===== src/rtl/axi_dma_cmd_scheduler.sv =====
// Purpose : sequences a 256-bit axi_dma engine for mem-to-mem copies; queues copy
//           descriptors, splits each into <=MAX_CHUNK read/write command pairs, reports completion.
// Latency : pop->first init 2 cycles; after the last pair is accepted, done comes IDLE_GUARD+1
//           cycles later at the earliest (the guard, then both idles high, then DONE).
// Backpressure: desc_ready low while the queue is full. Each init is held until its own
//           ready is seen; the next chunk waits for both. There is no timeout on the idle wait.
// Ports   : desc_* (descriptor push, valid/ready), axi_read_start_* / init_read and
//           axi_write_start_* / init_write (DMA command handshakes), axi_dma_*_idle (engine
//           status), done_* (one-cycle completion pulse), busy, queue_count.
module axi_dma_cmd_scheduler #(
  parameter int ADDR_WIDTH = 64,
  parameter int DATA_WIDTH = 256,
  parameter int MAX_CHUNK  = 4096,
  parameter int DESC_DEPTH = 4,
  parameter int TAG_WIDTH  = 4,
  parameter int IDLE_GUARD = 4
) (
  input  logic                          clk,
  input  logic                          rstn,
  input  logic                          desc_valid,
  output logic                          desc_ready,
  input  logic [ADDR_WIDTH-1:0]         desc_src_addr,
  input  logic [ADDR_WIDTH-1:0]         desc_dst_addr,
  input  logic [31:0]                   desc_len,
  input  logic [TAG_WIDTH-1:0]          desc_tag,
  output logic [ADDR_WIDTH-1:0]         axi_read_start_addr,
  output logic [31:0]                   axi_read_length,
  output logic                          init_read,
  input  logic                          axi_read_start_ready,
  output logic [ADDR_WIDTH-1:0]         axi_write_start_addr,
  output logic [31:0]                   axi_write_length,
  output logic                          init_write,
  input  logic                          axi_write_start_ready,
  input  logic                          axi_dma_rd_idle,
  input  logic                          axi_dma_wr_idle,
  output logic                          done_valid,
  output logic [TAG_WIDTH-1:0]          done_tag,
  output logic                          done_err,
  output logic                          busy,
  output logic [$clog2(DESC_DEPTH):0]   queue_count
);

  localparam int BEAT_BYTES = DATA_WIDTH / 8;
  localparam int LSB_W      = $clog2(BEAT_BYTES);
  localparam int PTR_W      = $clog2(DESC_DEPTH);
  localparam int CNT_W      = $clog2(DESC_DEPTH) + 1;
  localparam int GRD_W      = (IDLE_GUARD > 0) ? $clog2(IDLE_GUARD + 1) : 1;

  typedef enum logic [2:0] {
    S_IDLE      = 3'd0,
    S_LOAD      = 3'd1,
    S_ISSUE     = 3'd2,
    S_WAIT_IDLE = 3'd3,
    S_DONE      = 3'd4
  } state_t;

  state_t state, state_nxt;

  // Descriptor queue storage (no reset needed: entries are only read when counted valid)
  logic [ADDR_WIDTH-1:0] q_src [DESC_DEPTH];
  logic [ADDR_WIDTH-1:0] q_dst [DESC_DEPTH];
  logic [31:0]           q_len [DESC_DEPTH];
  logic [TAG_WIDTH-1:0]  q_tag [DESC_DEPTH];
  logic [PTR_W-1:0]      wr_ptr, rd_ptr;

  // Descriptor in flight
  logic [ADDR_WIDTH-1:0] cur_src, cur_dst;
  logic [31:0]           cur_rem;
  logic [TAG_WIDTH-1:0]  cur_tag;
  logic                  cur_err;
  logic                  rd_acc, wr_acc;
  logic [GRD_W-1:0]      guard;

  logic        push, pop;
  logic [31:0] chunk;
  logic        len_bad;
  logic        chunk_done;

  assign desc_ready = (queue_count != CNT_W'(DESC_DEPTH));
  assign push       = desc_valid & desc_ready;
  assign pop        = (state == S_IDLE) & (queue_count != '0);
  assign busy       = (state != S_IDLE) | (queue_count != '0);

  assign chunk   = (cur_rem > 32'(MAX_CHUNK)) ? 32'(MAX_CHUNK) : cur_rem;
  // In LOAD cur_rem still holds the full descriptor length.
  assign len_bad = (cur_rem == 32'd0) | (|cur_rem[LSB_W-1:0]);
  // A side counts as accepted if it already was, or its ready is high at this edge.
  assign chunk_done = (state == S_ISSUE)
                    & (rd_acc | axi_read_start_ready)
                    & (wr_acc | axi_write_start_ready);

  assign axi_read_start_addr  = cur_src;
  assign axi_write_start_addr = cur_dst;
  assign axi_read_length      = chunk;
  assign axi_write_length     = chunk;

  always_ff @(posedge clk) begin
    if (push) begin
      q_src[wr_ptr] <= desc_src_addr;
      q_dst[wr_ptr] <= desc_dst_addr;
      q_len[wr_ptr] <= desc_len;
      q_tag[wr_ptr] <= desc_tag;
    end
  end

  always_ff @(posedge clk or negedge rstn) begin
    if (!rstn) begin
      wr_ptr      <= '0;
      rd_ptr      <= '0;
      queue_count <= '0;
    end else begin
      if (push) wr_ptr <= wr_ptr + 1'b1;
      if (pop)  rd_ptr <= rd_ptr + 1'b1;
      case ({push, pop})
        2'b10:   queue_count <= queue_count + 1'b1;
        2'b01:   queue_count <= queue_count - 1'b1;
        default: queue_count <= queue_count;
      endcase
    end
  end

  always_ff @(posedge clk or negedge rstn) begin
    if (!rstn) state <= S_IDLE;
    else       state <= state_nxt;
  end

  always_comb begin
    state_nxt  = state;
    init_read  = 1'b0;
    init_write = 1'b0;
    done_valid = 1'b0;
    done_tag   = '0;
    done_err   = 1'b0;
    case (state)
      S_IDLE: begin
        if (queue_count != '0) state_nxt = S_LOAD;
      end
      S_LOAD: begin
        state_nxt = len_bad ? S_DONE : S_ISSUE;
      end
      S_ISSUE: begin
        init_read  = ~rd_acc;
        init_write = ~wr_acc;
        if (chunk_done) state_nxt = (cur_rem == chunk) ? S_WAIT_IDLE : S_ISSUE;
      end
      S_WAIT_IDLE: begin
        if ((guard == '0) && axi_dma_rd_idle && axi_dma_wr_idle) state_nxt = S_DONE;
      end
      S_DONE: begin
        done_valid = 1'b1;
        done_tag   = cur_tag;
        done_err   = cur_err;
        state_nxt  = S_IDLE;
      end
      default: state_nxt = S_IDLE;
    endcase
  end

  always_ff @(posedge clk or negedge rstn) begin
    if (!rstn) begin
      cur_src <= '0;
      cur_dst <= '0;
      cur_rem <= '0;
      cur_tag <= '0;
      cur_err <= 1'b0;
      rd_acc  <= 1'b0;
      wr_acc  <= 1'b0;
      guard   <= '0;
    end else begin
      // Head entry is captured on the pop edge so LOAD can judge its length.
      if (pop) begin
        cur_src <= q_src[rd_ptr];
        cur_dst <= q_dst[rd_ptr];
        cur_rem <= q_len[rd_ptr];
        cur_tag <= q_tag[rd_ptr];
        cur_err <= 1'b0;
      end
      if (state == S_LOAD) begin
        cur_err <= len_bad;
        rd_acc  <= 1'b0;
        wr_acc  <= 1'b0;
      end
      if (state == S_ISSUE) begin
        if (chunk_done) begin
          cur_src <= cur_src + ADDR_WIDTH'(chunk);
          cur_dst <= cur_dst + ADDR_WIDTH'(chunk);
          cur_rem <= cur_rem - chunk;
          rd_acc  <= 1'b0;
          wr_acc  <= 1'b0;
          if (cur_rem == chunk) guard <= GRD_W'(IDLE_GUARD);
        end else begin
          if (axi_read_start_ready)  rd_acc <= 1'b1;
          if (axi_write_start_ready) wr_acc <= 1'b1;
        end
      end
      if ((state == S_WAIT_IDLE) && (guard != '0)) guard <= guard - 1'b1;
    end
  end

endmodule


===== config.mk =====
export PLATFORM = sky130hd
export DESIGN_NAME = axi_dma_cmd_scheduler
export DESIGN_NICKNAME = d
export VERILOG_FILES = /design/src/rtl/axi_dma_cmd_scheduler.sv
export SDC_FILE = /design/constraint.sdc
export NUM_CORES = 1
export LEC_CHECK = 0
export ABC_CLOCK_PERIOD_IN_PS = 6700
export CORE_UTILIZATION = 57
export CTS_BUF_LIST = sky130_fd_sc_hd__clkbuf_16
export DETAILED_ROUTE_END_ITERATION = 12
export PLACE_DENSITY_LB_ADDON = 0.08
export RECOVER_POWER = 50
export SYNTH_ARGS = -nofsm -noshare
export SYNTH_HDL_FRONTEND = slang
export SYNTH_SLANG_ARGS = --single-unit

===== constraint.sdc =====
create_clock -name clk -period 6.7 [get_ports clk]
set_input_delay 1.34 -clock clk [delete_from_list [all_inputs] [get_ports clk]]
set_output_delay 1.34 -clock clk [all_outputs]
set_load 0.02 [all_outputs]

==> metrics, run 1 <==
worst hold stages=2; sequential element share of the synthesized area=65.5%; dpl cells=~3600; period utilisation layout=about 90%; met3 Usage GRT=between 6 and 7%; synth warn=0; Worst-Margin Slew=4.09 ns; Critical Path RT=7.24 ns; Rows=92; Crit Path Max Fanout=13; Worst Setup EP=axi_read_start_addr[58]; RSZ-0062 raised after global routing=no; M2 GR Usage=~46%; CP Capture Type=flip-flop; setup bufs post-CTS=0; CP Class=reg2reg; post-route cell area=43800 um2; Remaining Overflow, GRT=0; synth-to-layout area growth=18.7%; Iter 0 DRT Violations=2420; Synth Register Bits=~840; Synth async-reset ratio=a little over a fifth; CTS sink count=about 840; pwr dens=482 nW/um2; die area=roughly 66000 um2; Routed Antenna Nets=0; f_max=roughly 160 MHz; vias per cell=about 6.3; Final WS setup=a little under 0.6 ns; share of layout cells above drive strength 1=roughly 11%; Critical Path Source=cur_rem[16]; Post-CTS Resized=0; I/O pin count=376; Critical R2R Launch=cur_rem[16]; vias after detailed routing=23900; # fillers=around 4400; Final Hold Viols=0; Die W=around 260 um; Final #Nets=3126; drt wl/cell=26.0 um; run status=complete, but fails checks; startpoint types=flip-flop; CTS tree=yes; hold slack final=0.477 ns; first-pass GRT wire length=roughly 150000 um; worst min-delay path class=reg2reg; WL final=roughly 99000 um; Post-Syn Area=36900 um2; Synth Flop Type=edfxtp_1; buffers added on ports=337; Leak=between 15 and 20 nW; starting density of the core=about three fifths; Rel. slew slack=-173%; VDD IR max=~0.00033 V; fin crit period=just over 6 ns; hpwl dp=67000 um; failing checks=max-capacitance violations, max-slew violations; worst path cell trace=or4_4 > or4b_4 > nor4_4 > and2_1 > and3_1 > ha_1 > fa_1 > a21o_1 > a21o_1 > a211oi_1 > nor3_1 > o21ai_0 > o211ai_1 > o22ai_1 > buf_4 > nor3_2 > a311oi_1 > a311oi_1; clk slew on worst S/H paths=about 0.06 ns; TritonRoute pass-1 iters=6; Core Box Area=between 60000 and 70000 um2; final setup violation count=0; Root Buffer=clkbuf_16; Finished Layout Cells=approximately 3800; Reg2Reg Depth=18; number of max-cap violations=1; max-slew violations=64; GRT Total Usage=a little under a third; Gate Count Post-Synth=~2500; busiest grt layer=met2; # hold bufs at CTS=0; number of buffers created by CTS=85; Post-route DRC=0; post-synth cell types=81; crit-path max cell delay=0.57 ns; initial antenna violation count=25; WP data arrival=roughly 6.7 ns; die height=between 200 and 300 um; GPL Wtd Cong=a little over 0.9; later-pin clock latency in the skew report=approximately 0.65 ns; Syn Area/Cell=14.7 um2; r2r setup slk=between 0.5 and 0.6 ns; met1 usage=between 40% and 50%; H-tree depth=3; EDFF count, synth=between 600 and 700; pin count of the biggest net entering global routing=118; sum of negative setup slack=0 ns; Post-Place Setup Slack=about 0.42 ns; worst r2r dst=axi_read_start_addr[58]; CTS max path bufs=3; vias in the first global route=about 23000; CP max-delay cell=o211ai_1; final clock skew=between 0.02 and 0.025 ns; Placed Instance Area=about 40000 um2
==> kinds of logic (layout without fill, tap and decap cells) <==
| kind of cell | count (synthesis) | in the layout | share of synthesized area, % |
|---|---|---|---|
| compound gates | 512 | 512 | 9.29 |
| xor+xnor | 60 | 60 | 1.42 |
| fa+ha+maj | 75 | 75 | 2.60 |
| buf+inv | 204 | 560 | 2.63 |
| flops | 836 | 836 | 65.5 |
| mux | 173 | 173 | 10.2 |
| other cells | 2 | 89 | 0.0203 |
| simple gates | 659 | 659 | 8.26 |
==> placed cells by master (no fill, tap or decap), drive strengths merged, types with 8 or more instances in the layout <==
cell type      count
buf               30
diode             12
a31oi             66
o21bai            14
conb              77
a21oi            110
clkbuf            86
o211ai            10
and2              21
clkdlybuf4s50    170
o21ai             82
ha                72
inv               67
o21a              15
mux2i              8
o22ai             30
a21o              37
edfxtp           656
xnor2             29
nand2            223
a221oi             9
xor2              31
or3                8
dfrtp            180
nand2b             9
nand4             24
a211oi            41
dlygate4sd3      166
nor3              45
mux4             164
and3              55
nor2             192
nand3             41
a311oi            31
clkinv            35
==> state kept, by name (all words and copies together), names as in the netlist, 3 cells and up <==
name and flops:
axi_read_start_addr 64, state 3, axi_write_start_addr 64, queue_count 3
cur_tag 4, q_len 128, cur_rem 32, q_src 256
q_tag 16, guard 3, q_dst 256
==> metal layers <==
layer  up-vias  share of wire, %
li1      10500                 -
met5         -             0.091
met1     12200                42
met4        16               2.4
met2      1011                47
met3       150               8.5
==> metrics by stage <==
step                util, %  total power, mW
finish                 69.0             21.2
global route           69.0             22.2
CTS                    69.0             21.2
detailed placement     64.8             16.7
global placement       64.8             16.5
floorplan                 -             13.5
==> worst min-delay path by stage <==
stage / start / endpoint
finish: cur_tag[2] / cur_tag[2]
global route: cur_tag[2] / cur_tag[2]
CTS: cur_tag[3] / cur_tag[3]
detailed placement: cur_tag[0] / cur_tag[0]
global placement: cur_tag[1] / cur_tag[1]
floorplan: cur_tag[0] / cur_tag[0]
==> synthesized netlist by cell type (24+ instances only) <==
library cell  number  area [um2]
edfxtp_1         656       19700
nand2_1          223         837
nor2_1           191         717
dfrtp_1          180        4500
mux4_2           164        3690
a21oi_1          110         551
clkbuf_1          92         345
o21ai_0           81         405
ha_1              72         901
a31oi_1           66         413
and3_1            55         344
buf_4             52         390
nor3_1            45         225
a211oi_1          41         308
nand3_1           41         205
a21o_1            37         278
inv_1             33         124
a311oi_1          31         272
xor2_1            31         272
o22ai_1           30         188
xnor2_1           29         254
buf_1             24        90.1
nand4_1           24         150
==> area by class of cell <==
| class | instances | area (um2) | share of cell area, % |
|---|---|---|---|
| flip-flops and latches | 836 | 24200 | 55.2 |
| repair buffers | 367 | 3690 | 8.42 |
| multi-input cells | 1556 | 12100 | 27.5 |
| inverters | 34 | 130 | 0.297 |
| clock inverters | 74 | 537 | 1.22 |
| diodes | 12 | 30.0 | 0.0685 |
| well taps | 846 | 1060 | 2.41 |
| clock buffers | 85 | 2130 | 4.85 |
==> critical path, delay by kind of cell, from the launching register on <==
kind	cells	cell delay [ns]
compound gates	8	1.90
simple gates	7	2.97
fa+ha+maj	2	0.47
flops	1	0.45
buf+inv	1	0.19
==> where the power goes <==
group          total, mW  internal, mW  switching (mW)
logic               8.47          3.50            4.97
clock network       4.49          2.48            2.01
registers           8.19          7.08            1.11
(Power assumes the default switching activity.)
==> run 2: changes to the inputs <==
--- a/config.mk
+++ b/config.mk
@@ -11,6 +11,7 @@
 export DETAILED_ROUTE_END_ITERATION = 12
 export PLACE_DENSITY_LB_ADDON = 0.08
 export RECOVER_POWER = 50
+export SLEW_MARGIN = 20
 export SYNTH_ARGS = -nofsm -noshare
 export SYNTH_HDL_FRONTEND = slang
 export SYNTH_SLANG_ARGS = --single-unit
==> metrics, run 2 (synthesis gave the netlist of run 1 again) <==
run status=complete, but fails checks; failing checks=max-capacitance violations, max-slew violations; VDD IR max=0.000374 V (+12%); startpoint types=flip-flop; Die W=257 um (unchanged); share of layout cells above drive strength 1=11.8% (+0.29 points); drt wl/cell=26.1 um (+0.21%); r2r setup slk=0.60 ns (+0.02 ns); buffers added on ports=337 (unchanged); I/O pin count=376 (unchanged); WP data arrival=6.61 ns (-0.06 ns); vias per cell=6.25 (-0.24%); GRT Total Usage=30.4% (+0.13 points); post-route cell area=44000 um2 (+0.25%); CTS max path bufs=3 (unchanged); fin crit period=6.10 ns (-0.0190 ns); Final WS setup=0.598 ns (+0.0190 ns); RSZ-0062 raised after global routing=no; Leak=15.8 nW (+0.24%); Routed Antenna Nets=0 (unchanged); Largest regs=q_dst (256), q_src (256), q_len (128); initial antenna violation count=24 (-4.0%); Post-Place Setup Slack=0.408 ns (-0.00767 ns); final clock skew=0.0318 ns (+0.00842 ns); H-tree depth=3 (unchanged); number of buffers created by CTS=86 (+1.2%); CTS tree=yes; sum of negative setup slack=0 ns (unchanged); setup bufs post-CTS=0 (unchanged); final setup violation count=0 (unchanged); Core Box Area=63500 um2 (unchanged); TritonRoute pass-1 iters=6 (unchanged); Critical Path RT=7.21 ns (-0.03 ns); pwr dens=484 nW/um2 (+0.40%); Rel. slew slack=-169% (+3.8 points); Post-CTS Resized=0 (unchanged); footprint of the multi-input gates=12100 um2 (about the same); Placed Instance Area=41200 um2 (about the same); Crit Path Max Fanout=13 (unchanged); # fillers=4278 (-1.8%); vias after detailed routing=23800 (-0.18%); die area=65800 um2 (unchanged); clk slew on worst S/H paths=0.06 ns (about the same); pin count of the biggest net entering global routing=118 (unchanged); Root Buffer=clkbuf_16; first-pass GRT wire length=149000 um (+0.41%); Remaining Overflow, GRT=0 (unchanged); CP Class=reg2reg; Worst-Margin Slew=4.03 ns (-0.0573 ns); hpwl dp=67000 um (about the same); Rows=92 (unchanged); synth-to-layout area growth=19.0%; starting density of the core=58.1% (unchanged); later-pin clock latency in the skew report=0.66 ns (about the same); GPL Wtd Cong=0.923 (unchanged); max-slew violations=64 (unchanged); worst min-delay path class=reg2reg; # hold bufs at CTS=0 (unchanged); CTS sink count=836 (unchanged); most common cell after layout, fill and taps aside=edfxtp_1; CP Capture Type=flip-flop; Final #Nets=3128 (+0.064%); die height=257 um (unchanged); FF/Latch Area=24200 um2 (unchanged); Power Total=21.3 mW (+0.65%); Final Hold Viols=0 (unchanged); Iter 0 DRT Violations=2597 (+7.3%); number of max-cap violations=1 (unchanged); most frequent cells in the layout=edfxtp_1 (656), nand2_1 (222), nor2_1 (189); period utilisation layout=91.1% (-0.28 points); vias in the first global route=23200 (-0.50%); f_max=164 MHz (+0.31%); Post-route DRC=0 (unchanged); WL final=99400 um (+0.26%); Core Util, Final=69.2% (+0.17 points)
[run 2: per-stage QoR]
step / cells / hold slack, ns
floorplan: 2596 / 0.437
global placement: 3639 / 0.451
detailed placement: 3639 / 0.459
CTS: 3801 / 0.474
global route: 3808 / 0.490
finish: 3812 / 0.473
[run 2: path summary, 6_finish.rpt]
check,cells after the start,to,startpoint
max,16,axi_write_start_addr[48],cur_rem[16]
min,2,cur_tag[0],cur_tag[0]
max reg2reg,16,axi_write_start_addr[48],cur_rem[16]
min reg2reg,2,cur_tag[0],cur_tag[0]
max in group asynchronous,1,axi_write_start_addr[16],rstn
min in group asynchronous,1,axi_read_start_addr[17],rstn
[run 2: area by class of cell]
type	instances	share of cell area, %
well taps	846	2.41
inverters	34	0.296
clock inverters	76	1.35
clock buffers	86	4.90
diodes	10	0.0569
multi-input cells	1556	27.4
flip-flops and latches	836	55.1
repair buffers	368	8.46
[run 2: routing by layer]
metal	global-route usage (%)	share of wire, %	vias up
met1	45.1	43	12200
met2	46.3	47	976
li1	-	-	10500
met3	6.56	8.3	147
met4	7.32	2.2	16
met5	0	0.10	-
[run 2: worst max-delay path, stage by stage, from the launching register on]
cell and delay, ns:
dfrtp_1 0.46, or4_4 0.51, or4b_4 0.51, nor4_4 0.29, and2_1 0.51, and3_1 0.52
ha_1 0.35, o21a_1 0.19, o21ai_0 0.27, o31a_1 0.28, o31a_1 0.29, nand3_1 0.17
a221oi_2 0.60, a21oi_1 0.30, and3_1 0.32, a311oi_1 0.30, a311oi_1 0.07
[run 2: where the power goes]
group | internal, mW | leakage [nW] | switching (mW)
Sequential | 7.09 | 8.09 | 1.05
Clock | 2.59 | 1.42 | 2.02
Combinational | 3.51 | 6.30 | 5.03
Total | 13.2 | 15.8 | 8.10
==> run 3: changes to the inputs <==
--- a/config.mk
+++ b/config.mk
@@ -6,8 +6,9 @@
 export NUM_CORES = 1
 export LEC_CHECK = 0
 export ABC_CLOCK_PERIOD_IN_PS = 6700
-export CORE_UTILIZATION = 57
-export CTS_BUF_LIST = sky130_fd_sc_hd__clkbuf_16
+export CORE_UTILIZATION = 59
+export CTS_BUF_LIST = sky130_fd_sc_hd__clkbuf_8
+export CTS_CLUSTER_DIAMETER = 120
 export DETAILED_ROUTE_END_ITERATION = 12
 export PLACE_DENSITY_LB_ADDON = 0.08
 export RECOVER_POWER = 50
==> metrics, run 3 (synthesis gave the netlist of run 1 again) <==
CTS sink count=836 (unchanged); number of buffers created by CTS=140 (+63%); Iter 0 DRT Violations=2542 (-2.1%); Comb pwr share=40.8% (+0.7 points); I/O pin count=376 (unchanged); Reg2Reg Depth=18 (+2); metal2 WL=46400 um (about the same); hold wc startpoint=cur_tag[2]; number of max-cap violations=5 (+4); starting density of the core=59.7% (+1.6 points); final clock skew=0.0340 ns (+0.00215 ns); post-route cell area=43700 um2 (-0.56%); max-slew violations=444 (+590%); failing checks=max-capacitance violations, max-slew violations; run status=complete, but fails checks; # hold bufs at CTS=0 (unchanged); hpwl dp=65900 um (-1.6%); share of layout cells above drive strength 1=13.2% (+1.4 points); pin count of the biggest net entering global routing=112 (-5.1%); GRT Total Usage=31.4% (+1.0 points); Worst-Margin Slew=5.41 ns (+1.37 ns); buffers added on ports=337 (unchanged); Largest regs=q_dst (256), q_src (256), q_len (128); die height=252 um (-1.7%); Seq pwr share=39.1% (+0.9 points); r2r setup slk=0.49 ns (-0.11 ns); f_max=161 MHz (-1.8%); Cell Int Power=12.8 mW (-3.3%); startpoint types=flip-flop; met3 WL=8180 um (-0.46%); sum of negative setup slack=0 ns (unchanged); Post-route DRC=0 (unchanged); synth-to-layout area growth=18.4%; Placed Instance Area=41100 um2 (about the same); clock power share=20.1% (-1.6 points); worst hold stages=2 (unchanged); CTS tree=yes; Sw Ratio=39.0% (+0.92 points); CP Capture Type=flip-flop; first-pass GRT wire length=148000 um (-0.80%); clk slew on worst S/H paths=0.06 ns (about the same); Rel. slew slack=-260% (-92 points); worst r2r dst=axi_read_start_addr[45]; Crit Path Max Fanout=17 (+4); RSZ-0062 raised after global routing=no; TritonRoute pass-1 iters=6 (unchanged); H-tree depth=4 (+1); Root Buffer=clkbuf_8; later-pin clock latency in the skew report=0.80 ns (+0.14 ns); Final #Nets=3181 (+1.7%); Top Layer Used=met5; Post-CTS Resized=0 (unchanged); vias in the first global route=23800 (+2.5%); Remaining Overflow, GRT=0 (unchanged); die area=63600 um2 (-3.4%); Hold EP=cur_tag[2]; CP Class=reg2reg; most frequent cells in the layout=edfxtp_1 (656), nand2_1 (222), nor2_1 (189); drt wl/cell=25.4 um (-2.7%); initial antenna violation count=21 (-13%); Leak=15.9 nW (+0.55%); period utilisation layout=92.8% (+1.7 points); CTS max path bufs=3 (unchanged); Core Box Area=61800 um2 (-2.7%); Final Hold Viols=0 (unchanged); Critical R2R Launch=cur_rem[16]; setup bufs post-CTS=0 (unchanged); Critical Path RT=7.34 ns (+0.13 ns); Met1 Wirelength=42200 um (-0.81%); worst min-delay path class=reg2reg; Routed Antenna Nets=0 (unchanged); GPL Wtd Cong=0.925 (+0.20%); WP data arrival=6.85 ns (+0.24 ns); final setup violation count=0 (unchanged); pwr dens=478 nW/um2 (-1.3%); WL final=98900 um (-0.52%); VDD IR max=0.000377 V (+0.85%); fin crit period=6.21 ns (+0.113 ns); Rows=91 (-1.1%); Core Util, Final=70.7% (+1.5 points); most common cell after layout, fill and taps aside=edfxtp_1; vias after detailed routing=24300 (+2.0%); sw power=8.15 mW (+0.58%); vias per cell=6.24 (-0.20%); Die W=252 um (-1.7%)
run 3: cell count changes in the layout (fill, tap and decap cells not counted), sizes merged:
cell	before	now
bufinv	6	1
clkbuf	87	157
inv	59	102
clkinvlp	3	4
diode	10	11
buf	31	25
clkinv	42	32
run 3: worst max path at each step:
stage / startpoint / end / slack [ns]
2_1_floorplan: desc_valid / q_dst[0][0] / 1.01
3_3_place_gp: cur_rem[16] / axi_read_start_addr[54] / 0.77
3_5_place_dp: cur_rem[16] / axi_read_start_addr[54] / 0.56
4_1_cts: cur_rem[16] / axi_read_start_addr[54] / 0.53
5_1_grt: rstn / rd_ptr[1] / 0.13
6_report: cur_rem[16] / axi_read_start_addr[45] / 0.49
run 3: through the flow:
stage / setup slack (ns) / hold WS (ns) / instances / power [mW]
floorplan: 1.01 / 0.437 / 2596 / 13.5
global placement: 0.767 / 0.456 / 3630 / 16.4
detailed placement: 0.561 / 0.463 / 3630 / 16.7
CTS: 0.529 / 0.477 / 3886 / 20.9
global route: 0.126 / 0.504 / 3892 / 21.9
finish: 0.486 / 0.474 / 3897 / 20.9
run 3: cell type report:
type / instances / area [um2]
Antenna cell: 11 / 27.5
Clock buffer: 151 / 2080
Clock inverter: 105 / 534
Fill cell: 4189 / 18100
Inverter: 34 / 130
Multi-Input combinational cell: 1556 / 12100
Sequential cell: 836 / 24200
Tap cell: 837 / 1050
Timing Repair Buffer: 367 / 3620
run 3: worst max-delay path: stages (launching register included):
cell and delay [ns]:
dfrtp_1 0.45, or4_4 0.52, or4b_4 0.51, nor4_4 0.32, and2_1 0.55, nand2_1 0.20, nor2_1 0.15, buf_4 0.21
ha_1 0.27, a211oi_1 0.28, o21bai_1 0.15, a21oi_1 0.40, o21ai_0 0.28, a21oi_1 0.61, o21ai_0 0.48, nand2_1 0.24
nor2_1 0.10, a211oi_1 0.26, a211oi_1 0.09
run 3: metal layers:
metal,GRT usage (%),vias to the layer above
met5,0,-
met4,8.69,10
met3,6.91,153
met2,47.8,1069
met1,46.3,12400
li1,-,10600
run 3: power by group through the flow:
stage / combinational [mW] / sequential, mW / clock [mW]
after global routing: 9.15 / 8.31 / 4.48
after detailed placement: 8.46 / 8.20 / 0
after global placement: 8.33 / 8.12 / 0
after CTS: 8.49 / 8.11 / 4.26
final: 8.53 / 8.18 / 4.20
after floorplan: 5.19 / 8.34 / 0
